==> config.mk <==
export PLATFORM = sky130hd
export DESIGN_NAME = vga_rect_renderer
export DESIGN_NICKNAME = d
export VERILOG_FILES = /design/src/rtl/vga_pkg.sv /design/src/rtl/vga_timing_gen.sv /design/src/rtl/vga_rect_renderer.sv
export SDC_FILE = /design/constraint.sdc
export NUM_CORES = 1
export LEC_CHECK = 0
export BUFFER_PORTS_ARGS = -buffer_cell sky130_fd_sc_hd__clkbuf_2
export CAP_MARGIN = 40
export CORE_ASPECT_RATIO = 0.6
export CORE_MARGIN = 2
export CORE_UTILIZATION = 45
export DETAILED_ROUTE_END_ITERATION = 8
export MAX_ROUTING_LAYER = met4
export PLACE_DENSITY_LB_ADDON = 0.15
export SYNTH_ARGS = -nofsm -noshare
export SYNTH_HDL_FRONTEND = slang
export SYNTH_SLANG_ARGS = --single-unit
==> constraint.sdc <==
create_clock -name clk -period 6 [get_ports clk]
set_input_delay 0.3 -clock clk [delete_from_list [all_inputs] [get_ports clk]]
set_output_delay 0.3 -clock clk [all_outputs]
set_load 0.01 [all_outputs]
==> src/rtl/vga_pkg.sv <==
// vga_pkg: default 800x600@60 half-rate timing constants, sync polarity values
// and width helpers shared by the VGA renderer files.
package vga_pkg;

    localparam int DEF_CLK_DIV = 5;
    localparam int DEF_H_VIS   = 400;
    localparam int DEF_H_FP    = 20;
    localparam int DEF_H_SYNC  = 64;
    localparam int DEF_H_BP    = 44;
    localparam int DEF_V_VIS   = 600;
    localparam int DEF_V_FP    = 1;
    localparam int DEF_V_SYNC  = 4;
    localparam int DEF_V_BP    = 23;

    localparam bit SYNC_HIGH = 1'b1;
    localparam bit SYNC_LOW  = 1'b0;

    function automatic int xw(input int h_vis);
        return (h_vis > 1) ? $clog2(h_vis) : 1;
    endfunction

    function automatic int yw(input int v_vis);
        return (v_vis > 1) ? $clog2(v_vis) : 1;
    endfunction

    function automatic int cnt_w(input int total);
        return (total > 1) ? $clog2(total) : 1;
    endfunction

endpackage

==> src/rtl/vga_timing_gen.sv <==
// vga_timing_gen: pixel-rate divider, x/y raster counters and registered sync/blank.
// frame_start marks the last tick of the last visible line, when shadows load.
module vga_timing_gen
    import vga_pkg::*;
#(
    parameter int CLK_DIV  = DEF_CLK_DIV,
    parameter int H_VIS    = DEF_H_VIS,
    parameter int H_FP     = DEF_H_FP,
    parameter int H_SYNC   = DEF_H_SYNC,
    parameter int H_BP     = DEF_H_BP,
    parameter int V_VIS    = DEF_V_VIS,
    parameter int V_FP     = DEF_V_FP,
    parameter int V_SYNC   = DEF_V_SYNC,
    parameter int V_BP     = DEF_V_BP,
    parameter bit SYNC_POL = SYNC_HIGH,
    parameter int HCW      = cnt_w(H_VIS + H_FP + H_SYNC + H_BP),
    parameter int VCW      = cnt_w(V_VIS + V_FP + V_SYNC + V_BP)
) (
    input  logic           clk,
    input  logic           rst_n,
    output logic           tick,
    output logic [HCW-1:0] x,
    output logic [VCW-1:0] y,
    output logic           hsync,
    output logic           vsync,
    output logic           blank,
    output logic           frame_start
);

    localparam int H_TOT = H_VIS + H_FP + H_SYNC + H_BP;
    localparam int V_TOT = V_VIS + V_FP + V_SYNC + V_BP;

    logic x_end;
    logic y_end;
    logic hs_on;
    logic vs_on;

    generate
        if (CLK_DIV == 1) begin : g_nodiv
            assign tick = 1'b1;
        end else begin : g_div
            localparam int DW = $clog2(CLK_DIV);
            logic [DW-1:0] cnt;
            always_ff @(posedge clk or negedge rst_n) begin
                if (!rst_n) cnt <= '0;
                else        cnt <= (cnt == DW'(CLK_DIV - 1)) ? '0 : cnt + 1'b1;
            end
            assign tick = (cnt == DW'(CLK_DIV - 1));
        end
    endgenerate

    assign x_end = (x == HCW'(H_TOT - 1));
    assign y_end = (y == VCW'(V_TOT - 1));
    assign hs_on = (x >= HCW'(H_VIS + H_FP)) && (x <= HCW'(H_VIS + H_FP + H_SYNC - 1));
    assign vs_on = (y >= VCW'(V_VIS + V_FP)) && (y <= VCW'(V_VIS + V_FP + V_SYNC - 1));
    assign frame_start = tick && x_end && (y == VCW'(V_VIS - 1));

    // sync/blank are registered on the tick so they line up with the colour stage
    always_ff @(posedge clk or negedge rst_n) begin
        if (!rst_n) begin
            x     <= '0;
            y     <= '0;
            hsync <= ~SYNC_POL;
            vsync <= ~SYNC_POL;
            blank <= 1'b1;
        end else if (tick) begin
            x     <= x_end ? '0 : x + 1'b1;
            y     <= x_end ? (y_end ? '0 : y + 1'b1) : y;
            hsync <= hs_on ? SYNC_POL : ~SYNC_POL;
            vsync <= vs_on ? SYNC_POL : ~SYNC_POL;
            blank <= (x >= HCW'(H_VIS)) || (y >= VCW'(V_VIS));
        end
    end

endmodule

==> src/rtl/vga_rect_renderer.sv <==
// vga_rect_renderer: VGA timing plus NUM_RECTS prioritised, frame-shadowed rectangles
// over a live background; define VGA_NET_EN to add a dashed centre net.
module vga_rect_renderer
    import vga_pkg::*;
#(
    parameter int CLK_DIV   = DEF_CLK_DIV,
    parameter int H_VIS     = DEF_H_VIS,
    parameter int H_FP      = DEF_H_FP,
    parameter int H_SYNC    = DEF_H_SYNC,
    parameter int H_BP      = DEF_H_BP,
    parameter int V_VIS     = DEF_V_VIS,
    parameter int V_FP      = DEF_V_FP,
    parameter int V_SYNC    = DEF_V_SYNC,
    parameter int V_BP      = DEF_V_BP,
    parameter bit SYNC_POL  = SYNC_HIGH,
    parameter int NUM_RECTS = 4,
    parameter int CW        = 1
) (
    input  logic                          clk,
    input  logic                          rst_n,
    input  logic [NUM_RECTS-1:0]          rect_en,
    input  logic [NUM_RECTS*xw(H_VIS)-1:0] rect_xmin,
    input  logic [NUM_RECTS*xw(H_VIS)-1:0] rect_xmax,
    input  logic [NUM_RECTS*yw(V_VIS)-1:0] rect_ymin,
    input  logic [NUM_RECTS*yw(V_VIS)-1:0] rect_ymax,
    input  logic [NUM_RECTS*3*CW-1:0]     rect_rgb,
    input  logic [3*CW-1:0]               bg_rgb,
    output logic                          hsync,
    output logic                          vsync,
    output logic                          blank,
    output logic [CW-1:0]                 r,
    output logic [CW-1:0]                 g,
    output logic [CW-1:0]                 b,
    output logic                          frame_start
);

    localparam int XW  = xw(H_VIS);
    localparam int YW  = yw(V_VIS);
    localparam int HCW = cnt_w(H_VIS + H_FP + H_SYNC + H_BP);
    localparam int VCW = cnt_w(V_VIS + V_FP + V_SYNC + V_BP);

    logic           tick;
    logic [HCW-1:0] x;
    logic [VCW-1:0] y;

    logic [NUM_RECTS-1:0]      sh_en;
    logic [NUM_RECTS*XW-1:0]   sh_xmin;
    logic [NUM_RECTS*XW-1:0]   sh_xmax;
    logic [NUM_RECTS*YW-1:0]   sh_ymin;
    logic [NUM_RECTS*YW-1:0]   sh_ymax;
    logic [NUM_RECTS*3*CW-1:0] sh_rgb;

    logic [NUM_RECTS-1:0] hit;
    logic [3*CW-1:0]      base;
    logic [3*CW-1:0]      pix;
    logic                 visible;

    vga_timing_gen #(
        .CLK_DIV  (CLK_DIV),
        .H_VIS    (H_VIS),
        .H_FP     (H_FP),
        .H_SYNC   (H_SYNC),
        .H_BP     (H_BP),
        .V_VIS    (V_VIS),
        .V_FP     (V_FP),
        .V_SYNC   (V_SYNC),
        .V_BP     (V_BP),
        .SYNC_POL (SYNC_POL),
        .HCW      (HCW),
        .VCW      (VCW)
    ) u_timing (
        .clk         (clk),
        .rst_n       (rst_n),
        .tick        (tick),
        .x           (x),
        .y           (y),
        .hsync       (hsync),
        .vsync       (vsync),
        .blank       (blank),
        .frame_start (frame_start)
    );

    // geometry and colours load once per frame so game logic never tears a frame
    always_ff @(posedge clk or negedge rst_n) begin
        if (!rst_n) begin
            sh_en   <= '0;
            sh_xmin <= '0;
            sh_xmax <= '0;
            sh_ymin <= '0;
            sh_ymax <= '0;
            sh_rgb  <= '0;
        end else if (frame_start) begin
            sh_en   <= rect_en;
            sh_xmin <= rect_xmin;
            sh_xmax <= rect_xmax;
            sh_ymin <= rect_ymin;
            sh_ymax <= rect_ymax;
            sh_rgb  <= rect_rgb;
        end
    end

    always_comb begin
        hit = '0;
        for (int i = 0; i < NUM_RECTS; i++)
            hit[i] = sh_en[i]
                && (x >= HCW'(sh_xmin[i*XW +: XW])) && (x <= HCW'(sh_xmax[i*XW +: XW]))
                && (y >= VCW'(sh_ymin[i*YW +: YW])) && (y <= VCW'(sh_ymax[i*YW +: YW]));
    end

`ifdef VGA_NET_EN
    assign base = (((x == HCW'(H_VIS/2 - 1)) || (x == HCW'(H_VIS/2))) && !y[3]) ? '1 : bg_rgb;
`else
    assign base = bg_rgb;
`endif

    // walk from the highest index down so the lowest-index hit is written last
    always_comb begin
        pix = base;
        for (int i = NUM_RECTS - 1; i >= 0; i--)
            if (hit[i]) pix = sh_rgb[i*3*CW +: 3*CW];
    end

    assign visible = (x < HCW'(H_VIS)) && (y < VCW'(V_VIS));

    always_ff @(posedge clk or negedge rst_n) begin
        if (!rst_n)    {r, g, b} <= '0;
        else if (tick) {r, g, b} <= visible ? pix : '0;
    end

endmodule
==> results of run 1 <==
==> area by class of cell <==
type	count	area [sq um]
Tap cell	329	412
Timing Repair Buffer	190	1030
Antenna cell	1	2.50
Multi-Input combinational cell	856	5660
Clock inverter	6	91.3
Sequential cell	197	4930
Fill cell	2455	12000
Clock buffer	25	505
Inverter	160	608
==> placed cells by master, fill, tap and decap left out, types with 3 or more instances in the layout <==
| cell | count |
|---|---|
| a211oi_1 | 9 |
| nand2b_1 | 8 |
| nor3_1 | 10 |
| a31oi_1 | 6 |
| clkbuf_16 | 17 |
| dfrtp_1 | 196 |
| o21ai_1 | 82 |
| ha_1 | 160 |
| nand2_1 | 268 |
| mux2_2 | 3 |
| nand4_1 | 16 |
| nand3_1 | 10 |
| buf_4 | 7 |
| a211o_1 | 4 |
| xnor2_1 | 7 |
| a21oi_1 | 38 |
| o21ai_0 | 92 |
| clkbuf_8 | 6 |
| o21a_1 | 4 |
| a221oi_1 | 3 |
| a2111oi_0 | 3 |
| and2_1 | 4 |
| or3_1 | 3 |
| o31ai_1 | 4 |
| clkbuf_1 | 3 |
| and4_1 | 10 |
| and3_1 | 10 |
| inv_1 | 159 |
| mux2i_1 | 3 |
| a21o_1 | 11 |
| xor2_1 | 7 |
| clkbuf_2 | 178 |
| nor2b_1 | 10 |
| nor2_1 | 23 |
==> sequential cells by signal, summed over array words and instances (netlist names), 3 cells and up <==
signal / cells
u_timing.y: 10
sh_ymax: 40
sh_en: 4
u_timing.x: 10
u_timing.g_div.cnt: 3
sh_rgb: 12
sh_xmax: 36
sh_xmin: 36
sh_ymin: 40
==> worst max-delay path: stages, from the launching register on <==
cell and delay [ns]:
dfrtp_1 0.77, inv_1 0.16, nor4b_2 0.30, and3_1 0.46
and3_4 0.28, nand3_2 0.13, inv_8 0.57, clkbuf_2 0.26
==> timing repair <==
action,CTS,global route
gates resized for setup,0,0
hold buffers,1,0
endpoints found under the hold margin,53,0
==> worst paths after layout <==
kind / start / end / slack [ns]
max: u_timing.x[9] / frame_start / 2.24
min: rect_rgb[1] / sh_rgb[1] / 0.04
max reg2reg: u_timing.x[9] / sh_ymin[22] / 2.44
min reg2reg: u_timing.g_div.cnt[0] / u_timing.g_div.cnt[0] / 0.46
max in group asynchronous: rst_n / sh_en[2] / 4.55
min in group asynchronous: rst_n / sh_xmin[20] / 0.37
==> layer usage <==
metal / up-vias / wire (um) / track usage, % / share of wire, %
met5: - / 0 / - / 0
met4: 0 / 318 / 5.10 / 1.1
met3: 24 / 1580 / 4.53 / 5.2
met2: 176 / 12000 / 33.0 / 40
met1: 4250 / 16300 / 37.5 / 54
li1: 4581 / - / - / -
==> stage by stage <==
stage / worst slack, ns / instance area (sq um) / instances
final: 2.24 / 13200 / 1764
after global routing: 1.96 / 13200 / 1764
after CTS: 2.19 / 13200 / 1763
after detailed placement: 2.44 / 12600 / 1731
after global placement: 2.33 / 12600 / 1728
after floorplan: 3.53 / 11500 / 1253
==> kinds of logic (layout without fill, tap and decap cells) <==
logic type | count (synthesis) | count (layout) | synth area share [%]
and+or+nand+nor | 394 | 394 | 15.8
AOI/OAI and AO/OA | 282 | 282 | 14.3
buffers and inverters | 200 | 381 | 8.12
DFF | 197 | 197 | 42.8
adders and majority gates | 160 | 160 | 17.4
xor gates and xnor gates | 14 | 14 | 1.06
muxes | 6 | 6 | 0.554
other | 0 | 1 | 0
==> power by group <==
part           switching (mW)  leakage, nW  internal [mW]  total (mW)
combinational          0.0488         5.06         0.0482      0.0971
sequential           0.000702         1.85           1.33        1.33
clock                   0.520        0.294          0.671        1.19
total                   0.570         7.20           2.05        2.62
==> impl_metrics.py, run 1 <==
metrics = {
    "synth": {
        "ys_types": 73,
        "yosysWarnings": 0,
        "synth.top_cells.by_area": "dfrtp_1 (43%), ha_1 (17%), nand2_1 (8.7%)",
        "ys_seq_area_share_pct": 42.8,
        "async_reset_ff_share_pct": 100,
        "ys_top_cells_by_count": "nand2_1 (268), dfrtp_1 (196), ha_1 (160)",
        "syn_inst": 1253,
        "ys_ff_latch": 197,
        "netlist.top_cell.by_area": "dfrtp_1",
        "post_synth.cell_area_avg_sq_um": 9.20,
        "synth_edf_count": 0,
        "syn_nets": 1586,
        "ys.flop_type": "dfrtp_1",
        "synth_area_sq_mm": 0.0115,
        "synth.most_common_cell": "nand2_1",
        "netlist.area_leader.share_pct": 42.6,
    },
    "placed_design": {
        "dp_hpwl_um": 22200,
        "gp_congestion": 0.829,
        "port_buffers": 179,
    },
    "route": {
        "via_count": 9031,
        "vias_per_cell": 5.12,
        "detail_route.wl_per_cell_um": 17.1,
        "drtAntennaViolNets": 0,
        "drt_first_pass_iters": 5,
        "drt-total-wl_um": 30200,
        "drc": 0,
        "initialDrtViolationCount": 608,
    },
    "sta": {
        "finalCritPeriodShare_pct": 62.7,
        "clock.fmax_mhz": 266,
        "finalHoldViolCount": 0,
        "grt_setup_unrepaired": "no",
        "finalSetupViolCount": 0,
        "fin_skew_ns": 0.0132,
        "relSlewSlack_pct": 39.9,
        "worst_pin_slew_ns": 0.901,
        "setup_tns_ns": 0,
        "layout_min_cycle_time_ns": 3.76,
        "whs_ns": 0.0409,
        "final_max_slew_viol_count": 0,
    },
    "clocking": {
        "h-tree-depth": 4,
        "clock-sinks": 197,
        "cts_tree": "done",
        "clockRootBuffer": "clkbuf_16",
        "postCtsSetupBuffers": 0,
        "clock_path_buffers": 2,
        "cts_buffers": 17,
        "path_clk_slew_ns": 0.07,
        "clock_latency_ns": 0.45,
    },
    "critical_path": {
        "crit_type": "flop to output port",
        "cp-start-kind": "flop",
        "arrival_ns": 3.46,
        "path_max_fanout": 172,
        "end_kind": "output port",
        "crit_required_ns": 5.70,
        "r2r_cells": 9,
    },
    "die": {
        "dieWidth_um": 211,
        "die_area_sq_mm": 0.0269,
        "placementRows": 45,
        "die_y_um": 128,
        "start_util_pct": 45.7,
        "coreArea_sq_mm": 0.0252,
        "pin_count": 180,
    },
    "hold_path": {
        "hold_class": "primary input to flop",
        "holdPathStages": 3,
    },
    "pwr": {
        "power.density_mw_per_mm2": 198,
        "vdd_drop_max_mv": 0.174,
        "p_leak_nw": 7.20,
        "fin_total_pwr_mw": 2.62,
    },
    "grt": {
        "grt_pass1_vias": 8870,
        "grt_max_degree": 173,
        "grtUsageTotal_pct": 24.4,
        "antenna_found_initial": 1,
        "grt_pass1_wl_um": 48600,
        "grt_overflow": 0,
    },
    "layout": {
        "final_nets": 1755,
        "area_growth_syn_to_layout_pct": 14.8,
        "post-route-util_pct": 52.5,
        "final_layout_size_suffix_gt1_share_pct": 16.6,
    },
    "job": {
        "cap_violations": 0,
    },
    "status": {
        "status": "complete, no violations",
    },
}
Note: power is estimated with default switching activity, not from simulation.
==> inputs of run 2 (changes only) <==
==> constraint.sdc (replaced) <==
create_clock -name clk -period 3 [get_ports clk]
set_input_delay 0.15 -clock clk [delete_from_list [all_inputs] [get_ports clk]]
set_output_delay 0.15 -clock clk [all_outputs]
set_load 0.01 [all_outputs]
==> run 2 against run 1 <==
Cell count rose by 12%. Via count rose by 11%. Clock power rose by 92%. Hold slack improved by 0.11 ns. Sequential cell count did not move. Global-route usage rose by 2.5 points. First-iteration DRC count rose by 17%.
==> impl_metrics.py, run 2 (synthesized netlist as in run 1, its figures left out) <==
metrics = {
    "grt": {
        "grt_pass1_vias": 9593,
        "grt_pass1_wl_um": 53100,
        "grt_overflow": 0,
        "grt_max_degree": 64,
        "grtUsageTotal_pct": 26.8,
        "antenna_found_initial": 0,
    },
    "status": {
        "status": "complete, no violations",
    },
    "sta": {
        "grt_setup_unrepaired": "no",
        "fin_skew_ns": 0.0128,
        "finalSetupViolCount": 0,
        "finalCritPeriodShare_pct": 95.1,
        "setup_tns_ns": 0,
        "relSlewSlack_pct": 41.6,
        "finalHoldViolCount": 0,
        "worst_pin_slew_ns": 0.875,
        "clock.fmax_mhz": 350,
        "layout_min_cycle_time_ns": 2.85,
        "whs_ns": 0.154,
        "final_max_slew_viol_count": 0,
    },
    "layout": {
        "final_nets": 1970,
        "final_common_cell": "nand2_1",
        "fillers": 2169,
        "final_layout_size_suffix_gt1_share_pct": 18.1,
        "post-route-util_pct": 60.8,
        "layout_common_cells": "nand2_1 (268), dfrtp_1 (192), clkbuf_2 (178)",
        "antenna_cells": 0,
        "reg.largest.list": "sh_ymax: 40 flops, sh_ymin: 40 flops",
        "area_growth_syn_to_layout_pct": 33.1,
    },
    "critical_path": {
        "crit_family": "compound AO/OA/AOI/OAI gates",
        "critPathBufInv": 1,
        "cp_slowest_cell": "a221oi_1",
        "arrival_ns": 3.18,
        "path_cells": "buf_4 > ha_1 > or3_1 > a221oi_1 > a211oi_4 > and3_2 > a311oi_1 > o21ai_1",
        "max_stage_delay_ns": 0.76,
        "cp-start-kind": "flop",
        "path_max_fanout": 12,
        "crit_type": "flop to flop",
        "end_kind": "flop",
        "crit_required_ns": 3.33,
    },
    "clocking": {
        "clock_path_buffers": 2,
        "cts_tree": "done",
        "path_clk_slew_ns": 0.07,
        "clock_latency_ns": 0.46,
        "clockRootBuffer": "clkbuf_16",
        "clock-sinks": 197,
        "cts_buffers": 17,
        "h-tree-depth": 4,
    },
    "die": {
        "die_y_um": 128,
        "dieWidth_um": 211,
        "pin_count": 180,
        "coreArea_sq_mm": 0.0252,
        "placementRows": 45,
        "die_area_sq_mm": 0.0269,
        "start_util_pct": 45.7,
    },
    "route": {
        "vias_per_cell": 5.05,
        "via_count": 9996,
        "drt_first_pass_iters": 5,
        "drt-total-wl_um": 33900,
        "detail_route.wl_per_cell_um": 17.1,
        "drtAntennaViolNets": 0,
        "initialDrtViolationCount": 711,
        "drc": 0,
    },
    "placed_design": {
        "port_buffers": 179,
        "gp_congestion": 0.874,
        "dp_hpwl_um": 23900,
    },
    "job": {
        "cap_violations": 0,
    },
    "pwr": {
        "vdd_drop_max_mv": 0.370,
        "power.density_mw_per_mm2": 346,
        "p_leak_nw": 8.12,
        "fin_total_pwr_mw": 5.30,
    },
    "hold_path": {
        "hold_class": "primary input to flop",
    },
}
-- run 2: changes by cell type in the layout (fill, tap and decap cells not counted), sizes merged --
cell and delta:
dlygate4sd3 +168, buf +46, clkbuf -7, clkinvlp +6
clkinv +2, inv +2, bufinv -1, diode -1
-- run 2: area by class of cell --
cell class | instances | area (sq um) | area share [%]
multi-input combinational | 856 | 5700 | 37.2
sequential | 197 | 4940 | 32.2
timing repair buffer | 404 | 3090 | 20.2
inverter | 160 | 617 | 4.02
clock buffer | 18 | 439 | 2.86
tap | 329 | 412 | 2.68
clock inverter | 14 | 129 | 0.840
timing repair inverter | 1 | 8.76 | 0.0571
-- run 2: per-stage QoR --
stage	instance area, sq um	cells	setup slack [ns]
2_1_floorplan	11500	1253	0.528
3_3_place_gp	13000	1771	0.0941
3_5_place_dp	13000	1771	0.106
4_1_cts	15300	1975	0.0517
5_1_grt	15300	1979	0.0133
6_report	15300	1979	0.147
-- run 2: report_power, final --
group          switching (mW)  internal (mW)  total, mW
Combinational           0.132          0.234      0.366
Sequential            0.00260           2.66       2.66
Clock                    1.11           1.17       2.28
Total                    1.24           4.06       5.30
-- run 2: path summary, 6_finish.rpt --
kind	from	endpoint	cells past startpoint	slack [ns]
max	u_timing.y[5]	g	8	0.15
min	bg_rgb[1]	g	4	0.15
max reg2reg	u_timing.y[5]	g	8	0.15
min reg2reg	sh_rgb[1]	sh_rgb[1]	2	0.47
max in group asynchronous	rst_n	u_timing.x[4]	3	1.93
min in group asynchronous	rst_n	sh_xmin[20]	2	0.26
-- run 2: repair_timing --
item	in CTS	in global routing
buffers inserted	2	4
gates cloned	1	0
setup endpoints to repair	1	4
resized for setup	2	12
hold buffers	169	0
hold endpoints to repair	226	0
pin swaps	0	0
-- run 2: worst register-to-register path, cell delays in order (launching register included) --
cell and delay, ns:
dfrtp_1 0.40, buf_4 0.21, ha_1 0.21, or3_1 0.37, a221oi_1 0.76, a211oi_4 0.19, and3_2 0.25, a311oi_1 0.25
o21ai_1 0.10
-- run 2: per-layer routing --
| layer | wire length (um) | vias up | track usage [%] |
|---|---|---|---|
| met4 | 439 | 0 | 6.30 |
| met2 | 14100 | 274 | 37.7 |
| met5 | 0 | - | - |
| li1 | - | 5014 | - |
| met3 | 1810 | 29 | 4.14 |
| met1 | 17500 | 4679 | 40.5 |
